--- config.mk ---
export PLATFORM = sky130hd
export DESIGN_NAME = adxl362_spi_responder_flat
export DESIGN_NICKNAME = d
export VERILOG_FILES = /design/src/rtl/adxl362_spi_responder_pkg.sv /design/src/rtl/adxl362_spi_responder_if.sv /design/src/rtl/adxl362_spi_responder_sync_edge.sv /design/src/rtl/adxl362_spi_responder.sv /design/src/flat_wrapper.sv
export SDC_FILE = /design/constraint.sdc
export NUM_CORES = 1
export LEC_CHECK = 0
export CAP_MARGIN = 20
export CORE_MARGIN = 2
export CORE_UTILIZATION = 45
export CTS_CLUSTER_DIAMETER = 40
export CTS_CLUSTER_SIZE = 12
export DETAILED_ROUTE_END_ITERATION = 6
export DONT_BUFFER_PORTS = 1
export MAX_ROUTING_LAYER = met4
export PLACE_DENSITY = 0.59
export SYNTH_ARGS = -nofsm -noshare
export SYNTH_HDL_FRONTEND = slang
export SYNTH_HIERARCHICAL = 1
export SYNTH_SLANG_ARGS = --single-unit
export TNS_END_PERCENT = 1
--- constraint.sdc ---
create_clock -name CLK -period 2.7 [get_ports CLK]
set_input_delay 0.675 -clock CLK [delete_from_list [all_inputs] [get_ports CLK]]
set_output_delay 0.675 -clock CLK [all_outputs]
set_load 0.02 [all_outputs]
--- src/rtl/adxl362_spi_responder_pkg.sv ---
// Shared constants for the ADXL362 SPI responder: command codes, register map,
// reset values, FSM encoding and sample helpers.
package adxl362_pkg;

  localparam logic [7:0] CMD_WR   = 8'h0A;
  localparam logic [7:0] CMD_RD   = 8'h0B;
  localparam logic [7:0] CMD_FIFO = 8'h0D;

  localparam logic [7:0] ADDR_DEVID_AD   = 8'h00;
  localparam logic [7:0] ADDR_DEVID_MST  = 8'h01;
  localparam logic [7:0] ADDR_PARTID     = 8'h02;
  localparam logic [7:0] ADDR_STATUS     = 8'h0B;
  localparam logic [7:0] ADDR_XDATA_L    = 8'h0E;
  localparam logic [7:0] ADDR_XDATA_H    = 8'h0F;
  localparam logic [7:0] ADDR_YDATA_L    = 8'h10;
  localparam logic [7:0] ADDR_YDATA_H    = 8'h11;
  localparam logic [7:0] ADDR_ZDATA_L    = 8'h12;
  localparam logic [7:0] ADDR_ZDATA_H    = 8'h13;
  localparam logic [7:0] ADDR_SOFT_RESET = 8'h1F;
  localparam logic [7:0] ADDR_FILTER_CTL = 8'h2C;
  localparam logic [7:0] ADDR_POWER_CTL  = 8'h2D;

  localparam logic [7:0] FILTER_CTL_RST = 8'h13;
  localparam logic [7:0] POWER_CTL_RST  = 8'h00;
  localparam logic [7:0] SOFT_RESET_KEY = 8'h52;

  localparam logic [2:0] ST_IDLE    = 3'd0;
  localparam logic [2:0] ST_CMD     = 3'd1;
  localparam logic [2:0] ST_ADDR    = 3'd2;
  localparam logic [2:0] ST_DATA_RD = 3'd3;
  localparam logic [2:0] ST_DATA_WR = 3'd4;
  localparam logic [2:0] ST_IGNORE  = 3'd5;

  typedef struct packed {
    logic [11:0] x;
    logic [11:0] y;
    logic [11:0] z;
  } accel_t;

  function automatic logic [7:0] data_lo(input logic [11:0] s);
    return s[7:0];
  endfunction

  function automatic logic [7:0] data_hi(input logic [11:0] s);
    return {{4{s[11]}}, s[11:8]};
  endfunction

  function automatic logic is_data_addr(input logic [7:0] a);
    return (a >= ADDR_XDATA_L) && (a <= ADDR_ZDATA_H);
  endfunction

endpackage

--- src/rtl/adxl362_spi_responder_if.sv ---
// Accelerometer SPI pins; the controller is the master, this model the slave.
interface adxl362_spi_responder_if;
  logic SCLK;
  logic MOSI;
  logic CSN;
  logic MISO;

  modport master (output SCLK, output MOSI, output CSN, input MISO);
  modport slave  (input SCLK, input MOSI, input CSN, output MISO);
endinterface

--- src/rtl/adxl362_spi_responder_sync_edge.sv ---
// Multi-flop synchronizer for an asynchronous level, with single-cycle
// rise/fall pulses derived from the synchronized value.
module spi_sync_edge #(
  parameter int   STAGES  = 2,
  parameter logic RST_VAL = 1'b0
) (
  input  logic clk,
  input  logic rst_n,
  input  logic d,
  output logic q,
  output logic rise,
  output logic fall
);

  logic [STAGES-1:0] sync_q, sync_d;
  logic              prev_q, prev_d;

  always_comb begin
    sync_d = {sync_q[STAGES-2:0], d};
    prev_d = sync_q[STAGES-1];
  end

  always_ff @(posedge clk or negedge rst_n) begin
    if (!rst_n) begin
      sync_q <= {STAGES{RST_VAL}};
      prev_q <= RST_VAL;
    end else begin
      sync_q <= sync_d;
      prev_q <= prev_d;
    end
  end

  assign q    = sync_q[STAGES-1];
  assign rise = q & ~prev_q;
  assign fall = ~q & prev_q;

endmodule

--- src/rtl/adxl362_spi_responder.sv ---
// ADXL362 SPI responder model (mode 0). Define ACL_RESP_SOFTRESET_EN to make
// the SOFT_RESET register (0x1F) functional.
module adxl362_spi_responder
  import adxl362_pkg::*;
#(
  parameter logic [7:0] DEVID_AD    = 8'hAD,
  parameter logic [7:0] DEVID_MST   = 8'h1D,
  parameter logic [7:0] PARTID      = 8'hF2,
  parameter int         SYNC_STAGES = 2
) (
  input  logic                     CLK,
  input  logic                     rst_n,
  adxl362_spi_responder_if.slave   spi,
  input  logic [11:0]              i_accel_x,
  input  logic [11:0]              i_accel_y,
  input  logic [11:0]              i_accel_z,
  input  logic                     i_sample_stb,
  output logic [7:0]               o_filter_ctl,
  output logic [7:0]               o_power_ctl,
  output logic                     o_busy
);

  logic sclk_lvl_unused, sclk_rise, sclk_fall;
  logic csn_s, csn_rise, csn_fall;

  spi_sync_edge #(.STAGES(SYNC_STAGES), .RST_VAL(1'b0)) u_sclk_sync (
    .clk(CLK), .rst_n(rst_n), .d(spi.SCLK),
    .q(sclk_lvl_unused), .rise(sclk_rise), .fall(sclk_fall)
  );

  spi_sync_edge #(.STAGES(SYNC_STAGES), .RST_VAL(1'b1)) u_csn_sync (
    .clk(CLK), .rst_n(rst_n), .d(spi.CSN),
    .q(csn_s), .rise(csn_rise), .fall(csn_fall)
  );

  logic [SYNC_STAGES-1:0] mosi_sync_q, mosi_sync_d;
  logic                   mosi_s;

  assign mosi_sync_d = {mosi_sync_q[SYNC_STAGES-2:0], spi.MOSI};
  assign mosi_s      = mosi_sync_q[SYNC_STAGES-1];

  logic [2:0] state_q, state_d;
  logic [2:0] bit_cnt_q, bit_cnt_d;
  logic [6:0] rx_q, rx_d;
  logic [7:0] tx_q, tx_d;
  logic [7:0] addr_q, addr_d;
  logic       wr_q, wr_d;
  logic       miso_q, miso_d;
  logic [7:0] filter_q, filter_d;
  logic [7:0] power_q, power_d;
  logic       data_ready_q, data_ready_d;
  logic       rd_hit_q, rd_hit_d;
  accel_t     pending_q, pending_d;
  accel_t     shadow_q, shadow_d;
`ifdef ACL_RESP_SOFTRESET_EN
  logic       soft_pend_q, soft_pend_d;
`endif

  logic [7:0] rx_byte;
  logic [7:0] rd_addr;
  logic [7:0] rd_data;
  logic       measure;

  assign rx_byte = {rx_q, mosi_s};
  assign measure = (power_q[1:0] == 2'b10);

  // The address byte itself selects the first read; later bytes prefetch addr+1.
  always_comb begin
    rd_addr = (state_q == ST_ADDR) ? rx_byte : addr_q + 8'd1;
    rd_data = 8'h00;
    case (rd_addr)
      ADDR_DEVID_AD:   rd_data = DEVID_AD;
      ADDR_DEVID_MST:  rd_data = DEVID_MST;
      ADDR_PARTID:     rd_data = PARTID;
      ADDR_STATUS:     rd_data = {7'b0, data_ready_q};
      ADDR_XDATA_L:    rd_data = data_lo(shadow_q.x) & {8{measure}};
      ADDR_XDATA_H:    rd_data = data_hi(shadow_q.x) & {8{measure}};
      ADDR_YDATA_L:    rd_data = data_lo(shadow_q.y) & {8{measure}};
      ADDR_YDATA_H:    rd_data = data_hi(shadow_q.y) & {8{measure}};
      ADDR_ZDATA_L:    rd_data = data_lo(shadow_q.z) & {8{measure}};
      ADDR_ZDATA_H:    rd_data = data_hi(shadow_q.z) & {8{measure}};
      ADDR_FILTER_CTL: rd_data = filter_q;
      ADDR_POWER_CTL:  rd_data = power_q;
      default:         rd_data = 8'h00;
    endcase
  end

  always_comb begin
    state_d      = state_q;
    bit_cnt_d    = bit_cnt_q;
    rx_d         = rx_q;
    tx_d         = tx_q;
    addr_d       = addr_q;
    wr_d         = wr_q;
    miso_d       = miso_q;
    filter_d     = filter_q;
    power_d      = power_q;
    data_ready_d = data_ready_q;
    rd_hit_d     = rd_hit_q;
    pending_d    = pending_q;
    shadow_d     = shadow_q;
`ifdef ACL_RESP_SOFTRESET_EN
    soft_pend_d  = soft_pend_q;
`endif

    if (i_sample_stb) begin
      pending_d.x = i_accel_x;
      pending_d.y = i_accel_y;
      pending_d.z = i_accel_z;
    end

    if (csn_fall) begin
      state_d   = ST_CMD;
      bit_cnt_d = 3'd0;
      shadow_d  = pending_q;
      rd_hit_d  = 1'b0;
      miso_d    = 1'b0;
`ifdef ACL_RESP_SOFTRESET_EN
      soft_pend_d = 1'b0;
`endif
    end else if (csn_rise) begin
      // Any partial byte in rx_q is simply dropped here.
      state_d = ST_IDLE;
      miso_d  = 1'b0;
      if (rd_hit_q) data_ready_d = 1'b0;
`ifdef ACL_RESP_SOFTRESET_EN
      if (soft_pend_q) begin
        filter_d     = FILTER_CTL_RST;
        power_d      = POWER_CTL_RST;
        data_ready_d = 1'b0;
        soft_pend_d  = 1'b0;
      end
`endif
    end else if (state_q != ST_IDLE) begin
      if (sclk_rise) begin
        rx_d      = rx_byte[6:0];
        bit_cnt_d = bit_cnt_q + 3'd1;
        if (bit_cnt_q == 3'd7) begin
          case (state_q)
            ST_CMD: begin
              if (rx_byte == CMD_RD) begin
                state_d = ST_ADDR;
                wr_d    = 1'b0;
              end else if (rx_byte == CMD_WR) begin
                state_d = ST_ADDR;
                wr_d    = 1'b1;
              end else begin
                state_d = ST_IGNORE;
              end
            end
            ST_ADDR: begin
              addr_d = rx_byte;
              if (wr_q) begin
                state_d = ST_DATA_WR;
              end else begin
                state_d = ST_DATA_RD;
                tx_d    = rd_data;
              end
            end
            ST_DATA_RD: begin
              if (is_data_addr(addr_q)) rd_hit_d = 1'b1;
              addr_d = addr_q + 8'd1;
              tx_d   = rd_data;
            end
            ST_DATA_WR: begin
              case (addr_q)
                ADDR_FILTER_CTL: filter_d = rx_byte;
                ADDR_POWER_CTL:  power_d  = rx_byte;
`ifdef ACL_RESP_SOFTRESET_EN
                ADDR_SOFT_RESET: if (rx_byte == SOFT_RESET_KEY) soft_pend_d = 1'b1;
`endif
                default: ;
              endcase
              addr_d = addr_q + 8'd1;
            end
            default: ;
          endcase
        end
      end
      if (sclk_fall && state_q == ST_DATA_RD) begin
        miso_d = tx_q[7];
        tx_d   = {tx_q[6:0], 1'b0};
      end
    end

    // A new sample outranks a same-cycle clear.
    if (i_sample_stb) data_ready_d = 1'b1;
  end

  always_ff @(posedge CLK or negedge rst_n) begin
    if (!rst_n) begin
      mosi_sync_q  <= '0;
      state_q      <= ST_IDLE;
      bit_cnt_q    <= 3'd0;
      rx_q         <= '0;
      tx_q         <= '0;
      addr_q       <= '0;
      wr_q         <= 1'b0;
      miso_q       <= 1'b0;
      filter_q     <= FILTER_CTL_RST;
      power_q      <= POWER_CTL_RST;
      data_ready_q <= 1'b0;
      rd_hit_q     <= 1'b0;
      pending_q    <= '0;
      shadow_q     <= '0;
`ifdef ACL_RESP_SOFTRESET_EN
      soft_pend_q  <= 1'b0;
`endif
    end else begin
      mosi_sync_q  <= mosi_sync_d;
      state_q      <= state_d;
      bit_cnt_q    <= bit_cnt_d;
      rx_q         <= rx_d;
      tx_q         <= tx_d;
      addr_q       <= addr_d;
      wr_q         <= wr_d;
      miso_q       <= miso_d;
      filter_q     <= filter_d;
      power_q      <= power_d;
      data_ready_q <= data_ready_d;
      rd_hit_q     <= rd_hit_d;
      pending_q    <= pending_d;
      shadow_q     <= shadow_d;
`ifdef ACL_RESP_SOFTRESET_EN
      soft_pend_q  <= soft_pend_d;
`endif
    end
  end

  assign spi.MISO     = miso_q;
  assign o_busy       = ~csn_s;
  assign o_filter_ctl = filter_q;
  assign o_power_ctl  = power_q;

endmodule
--- src/flat_wrapper.sv ---
// flat-port wrapper written by rule: the top's interface ports become plain ports
module adxl362_spi_responder_flat import adxl362_pkg::*;
#(
  parameter logic [7:0] DEVID_AD    = 8'hAD,
  parameter logic [7:0] DEVID_MST   = 8'h1D,
  parameter logic [7:0] PARTID      = 8'hF2,
  parameter int         SYNC_STAGES = 2
)
  (CLK, rst_n, i_accel_x, i_accel_y, i_accel_z, i_sample_stb, o_filter_ctl, o_power_ctl, o_busy, spi_SCLK, spi_MOSI, spi_CSN, spi_MISO);
  adxl362_spi_responder_if spi_i ();
  input  logic CLK;
  input  logic rst_n;
  input  logic [11:0] i_accel_x;
  input  logic [11:0] i_accel_y;
  input  logic [11:0] i_accel_z;
  input  logic i_sample_stb;
  output logic [7:0] o_filter_ctl;
  output logic [7:0] o_power_ctl;
  output logic o_busy;
  input wire logic [$bits(spi_i.SCLK)-1:0] spi_SCLK;
  input wire logic [$bits(spi_i.MOSI)-1:0] spi_MOSI;
  input wire logic [$bits(spi_i.CSN)-1:0] spi_CSN;
  output wire logic [$bits(spi_i.MISO)-1:0] spi_MISO;
  assign spi_i.SCLK = spi_SCLK;
  assign spi_i.MOSI = spi_MOSI;
  assign spi_i.CSN = spi_CSN;
  assign spi_MISO = spi_i.MISO;
  adxl362_spi_responder #(.DEVID_AD(DEVID_AD), .DEVID_MST(DEVID_MST), .PARTID(PARTID), .SYNC_STAGES(SYNC_STAGES)) u_core (.CLK(CLK), .rst_n(rst_n), .spi(spi_i), .i_accel_x(i_accel_x), .i_accel_y(i_accel_y), .i_accel_z(i_accel_z), .i_sample_stb(i_sample_stb), .o_filter_ctl(o_filter_ctl), .o_power_ctl(o_power_ctl), .o_busy(o_busy));
endmodule
==> impl_metrics.csv <==
group,metric,value,unit
die,dieArea,0.01525,mm^2
layout,area_growth_syn_to_layout,14.08,%
layout,antenna_cells,0,
pwr,total_power,4946,uW
place,port_buffers,0,
die,initial_utilization,46.12,%
timing,hold_ws,-0.04354,ns
routing,ant_nets,0,
grt,grt_pass1_vias,4495,
synth,yosysTopAreaCell,"dfrtp_1",
die,ios,60,
die,rows,43,
place,post-dp-hpwl,10950,um
grt,grt_pass1_wl,24610,um
routing,vias_per_cell,5.859,
die,coreArea,0.01393,mm^2
place,place.gp.congestion,0.9248,
routing,wl_per_cell,19.96,um
clock_network,cts_sinks,129,
clock_network,cts_tree,"done",
clock_network,clk_pin_slew,0.06,ns
layout,num-nets-final,620,
worst_setup_path,cp-end-kind,"flip-flop",
worst_setup_path,cp.arrival,2.82,ns
routing,totalWireLength,15250,um
worst_setup_path,critPathMaxFanout,7,
timing,worstMarginPinSlew,0.7013,ns
clock_network,cts_root_buf,"clkbuf_16",
clock_network,numCtsBuffers,17,
timing,rsz0062_at_grt,"no",
worst_setup_path,cp.required,2.99,ns
timing,finalClockSkew,0.01872,ns
synth,synth_area,0.006426,mm^2
timing,setup_violations,0,
pwr,power.leakage,0.003132,uW
synth,synth.most_common_cell,"dfrtp_1",
synth,synth.yosys.seq_area_share,50.35,%
worst_setup_path,critPathLaunchType,"flip-flop",
synth,synthArstFlopShare,100.0,%
synth,ys_seq_elements,129,
timing,finalMaxSlewViolations,0,
place,placed_area,0.006690,mm^2
synth,synth_nets,606,
synth,syn_inst,557,
synth,synthTopCellsByArea,"dfrtp_1 48%, mux2_2 15%, dfstp_2 2.5%",
status,violations,"hold timing",
status,outcome,"complete, but fails checks",
synth,yosys_warnings,6,
clock_network,clk_path_buf_depth,2,
grt,grt_usage,22.34,%
synth,synth.top_cell.area_share,47.90,%
routing,via_count,4476,
routing,drc,0,
timing,fmax,395.5,MHz
worst_setup_path,crit_type,"flip-flop to flip-flop",
die,die_w,123.5,um
synth,ys_types,75,
synth,synth-edff-count,0,
routing,drtPass1Iterations,5,
timing,hold_viol,123,
synth,avgSynthCellArea,11.54,um^2
die,die_h,123.5,um
timing,period_minus_slack,2.529,ns
synth,ys.flop_type,"dfrtp_1",
job,drv_cap,0,
routing,first_iter_violations,314,
timing,fin_setup_tns,0,ns
grt,antenna_found_initial,0,
min_path,hold_class,"input port to async pin",
layout,drive_gt1_share,29.79,%
grt,grt_max_degree,130,
clock_network,htree_levels,4,
pwr,irDropWorstVdd,0.4183,mV
synth,synth.top_cells.by_count,"123 x dfrtp_1, 83 x mux2_2, 40 x nand2_1",
grt,grt_overflow,0,
pwr,power_density,674.7,mW/mm^2
timing,maxSlewHeadroom,53.04,%
timing,finalCritPeriodShare,93.66,%
layout,fin_area,0.007331,mm^2
clock_network,clock_latency,0.42,ns
-- what timing repair did --
action                                 in CTS  in global routing
buffers inserted                            0                  1
setup endpoints to repair                   0                  8
endpoints found under the hold margin     123                123
gates resized for setup                     0                  2
-- power breakdown --
group	internal [uW]	switching [uW]	total, uW
combinational	184	112	296
clock	1530	835	2370
sequential	2120	160	2280
-- placed cells by master (no fill, tap or decap), types with 3 or more instances in the layout --
master,count
nand4_1,6
a22oi_1,4
bufinv_16,3
nand2b_1,3
o22a_1,3
and3_1,4
xnor2_1,4
a221oi_1,4
a22o_1,3
nand3_1,17
o21ai_0,16
nand2_2,3
ha_1,7
inv_1,9
o31ai_1,3
nand2_1,40
a21boi_0,3
a21o_1,3
xor2_1,4
buf_4,28
a21oi_1,22
mux2_1,9
a31oi_1,4
nor2_1,31
clkinv_4,4
dfrtp_1,122
mux2i_1,13
nor2b_1,3
or3_1,4
clkbuf_16,17
dfstp_2,6
clkbuf_8,3
a32oi_1,8
and2_1,7
o21ai_1,5
o211ai_1,8
nor3_1,14
o22ai_1,3
mux2_2,83
-- metrics by stage --
step / setup slack, ns / utilization, % / std cells
2_1_floorplan: 0.3942 / - / 557
3_3_place_gp: 0.1268 / 48.01 / 731
3_5_place_dp: 0.1589 / 48.01 / 731
4_1_cts: 0.1330 / 52.49 / 763
5_1_grt: 0.007206 / 52.61 / 764
6_report: 0.1712 / 52.61 / 764
-- registers in the layout (all words and copies together), names as in the netlist, 2 cells and up --
name	count
u_core/tx_q	8
u_core/u_sclk_sync/sync_q	2
u_core/u_csn_sync/sync_q	2
u_core/o_filter_ctl	8
u_core/state_q	3
u_core/rx_q	7
u_core/pending_q	36
u_core/addr_q	8
u_core/shadow_q	36
u_core/bit_cnt_q	3
u_core/o_power_ctl	8
u_core/mosi_sync_q	2
-- cells by family (layout without fill, tap and decap cells) --
group | Yosys count | after routing | synth area share [%]
fa+ha+maj | 7 | 7 | 1.363
xor+xnor | 8 | 8 | 1.090
buf+inv | 43 | 70 | 3.388
mux | 107 | 107 | 18.59
simple gates | 154 | 154 | 12.91
compound gates | 109 | 109 | 12.31
flops | 129 | 129 | 50.35
-- area by class of cell --
class | count | area, um^2
Clock inverter | 11 | 153.9
Clock buffer | 21 | 470.5
Fill cell | 1236 | 6604
Inverter | 9 | 33.78
Tap cell | 180 | 225.2
Timing Repair Buffer | 29 | 230.2
Sequential cell | 129 | 3237
Multi-Input combinational cell | 385 | 2980
-- worst paths after layout --
kind | from | to | slack, ns | cells past startpoint
worst max register to register | u_core/addr_q[1] | u_core/tx_q[6] | 0.17 | 10
max in group asynchronous | rst_n | u_core/o_filter_ctl[4] | 2.48 | 0
worst min-delay path | rst_n | u_core/pending_q[0] | -0.04 | 0
min in group CLK | spi_CSN | u_core/u_csn_sync/sync_q[0] | 0.26 | 0
worst max-delay path | u_core/addr_q[1] | u_core/tx_q[6] | 0.17 | 10
worst min register to register | u_core/u_sclk_sync/sync_q[0] | u_core/u_sclk_sync/sync_q[1] | 0.35 | 0
-- routing by layer --
layer / up-vias / part of all wire, % / routed length [um] / global-route usage [%]
li1: 2085 / - / - / -
met1: 2260 / 45 / 6812 / 28.79
met2: 117 / 50 / 7598 / 34.72
met3: 14 / 4.0 / 612 / 5.351
met4: 0 / 1.5 / 229 / 7.599
met5: - / 0 / 0 / -
-- critical path, stage by stage, from the launching register on --
cell,delay [ns]
dfrtp_1,0.49
ha_1,0.29
buf_4,0.17
xor2_1,0.20
mux2i_1,0.18
o211a_1,0.21
a22o_1,0.24
a32oi_1,0.23
o21ai_1,0.13
nor2_1,0.19
a22oi_2,0.07
No activity file was read; power rests on OpenSTA's default activity.
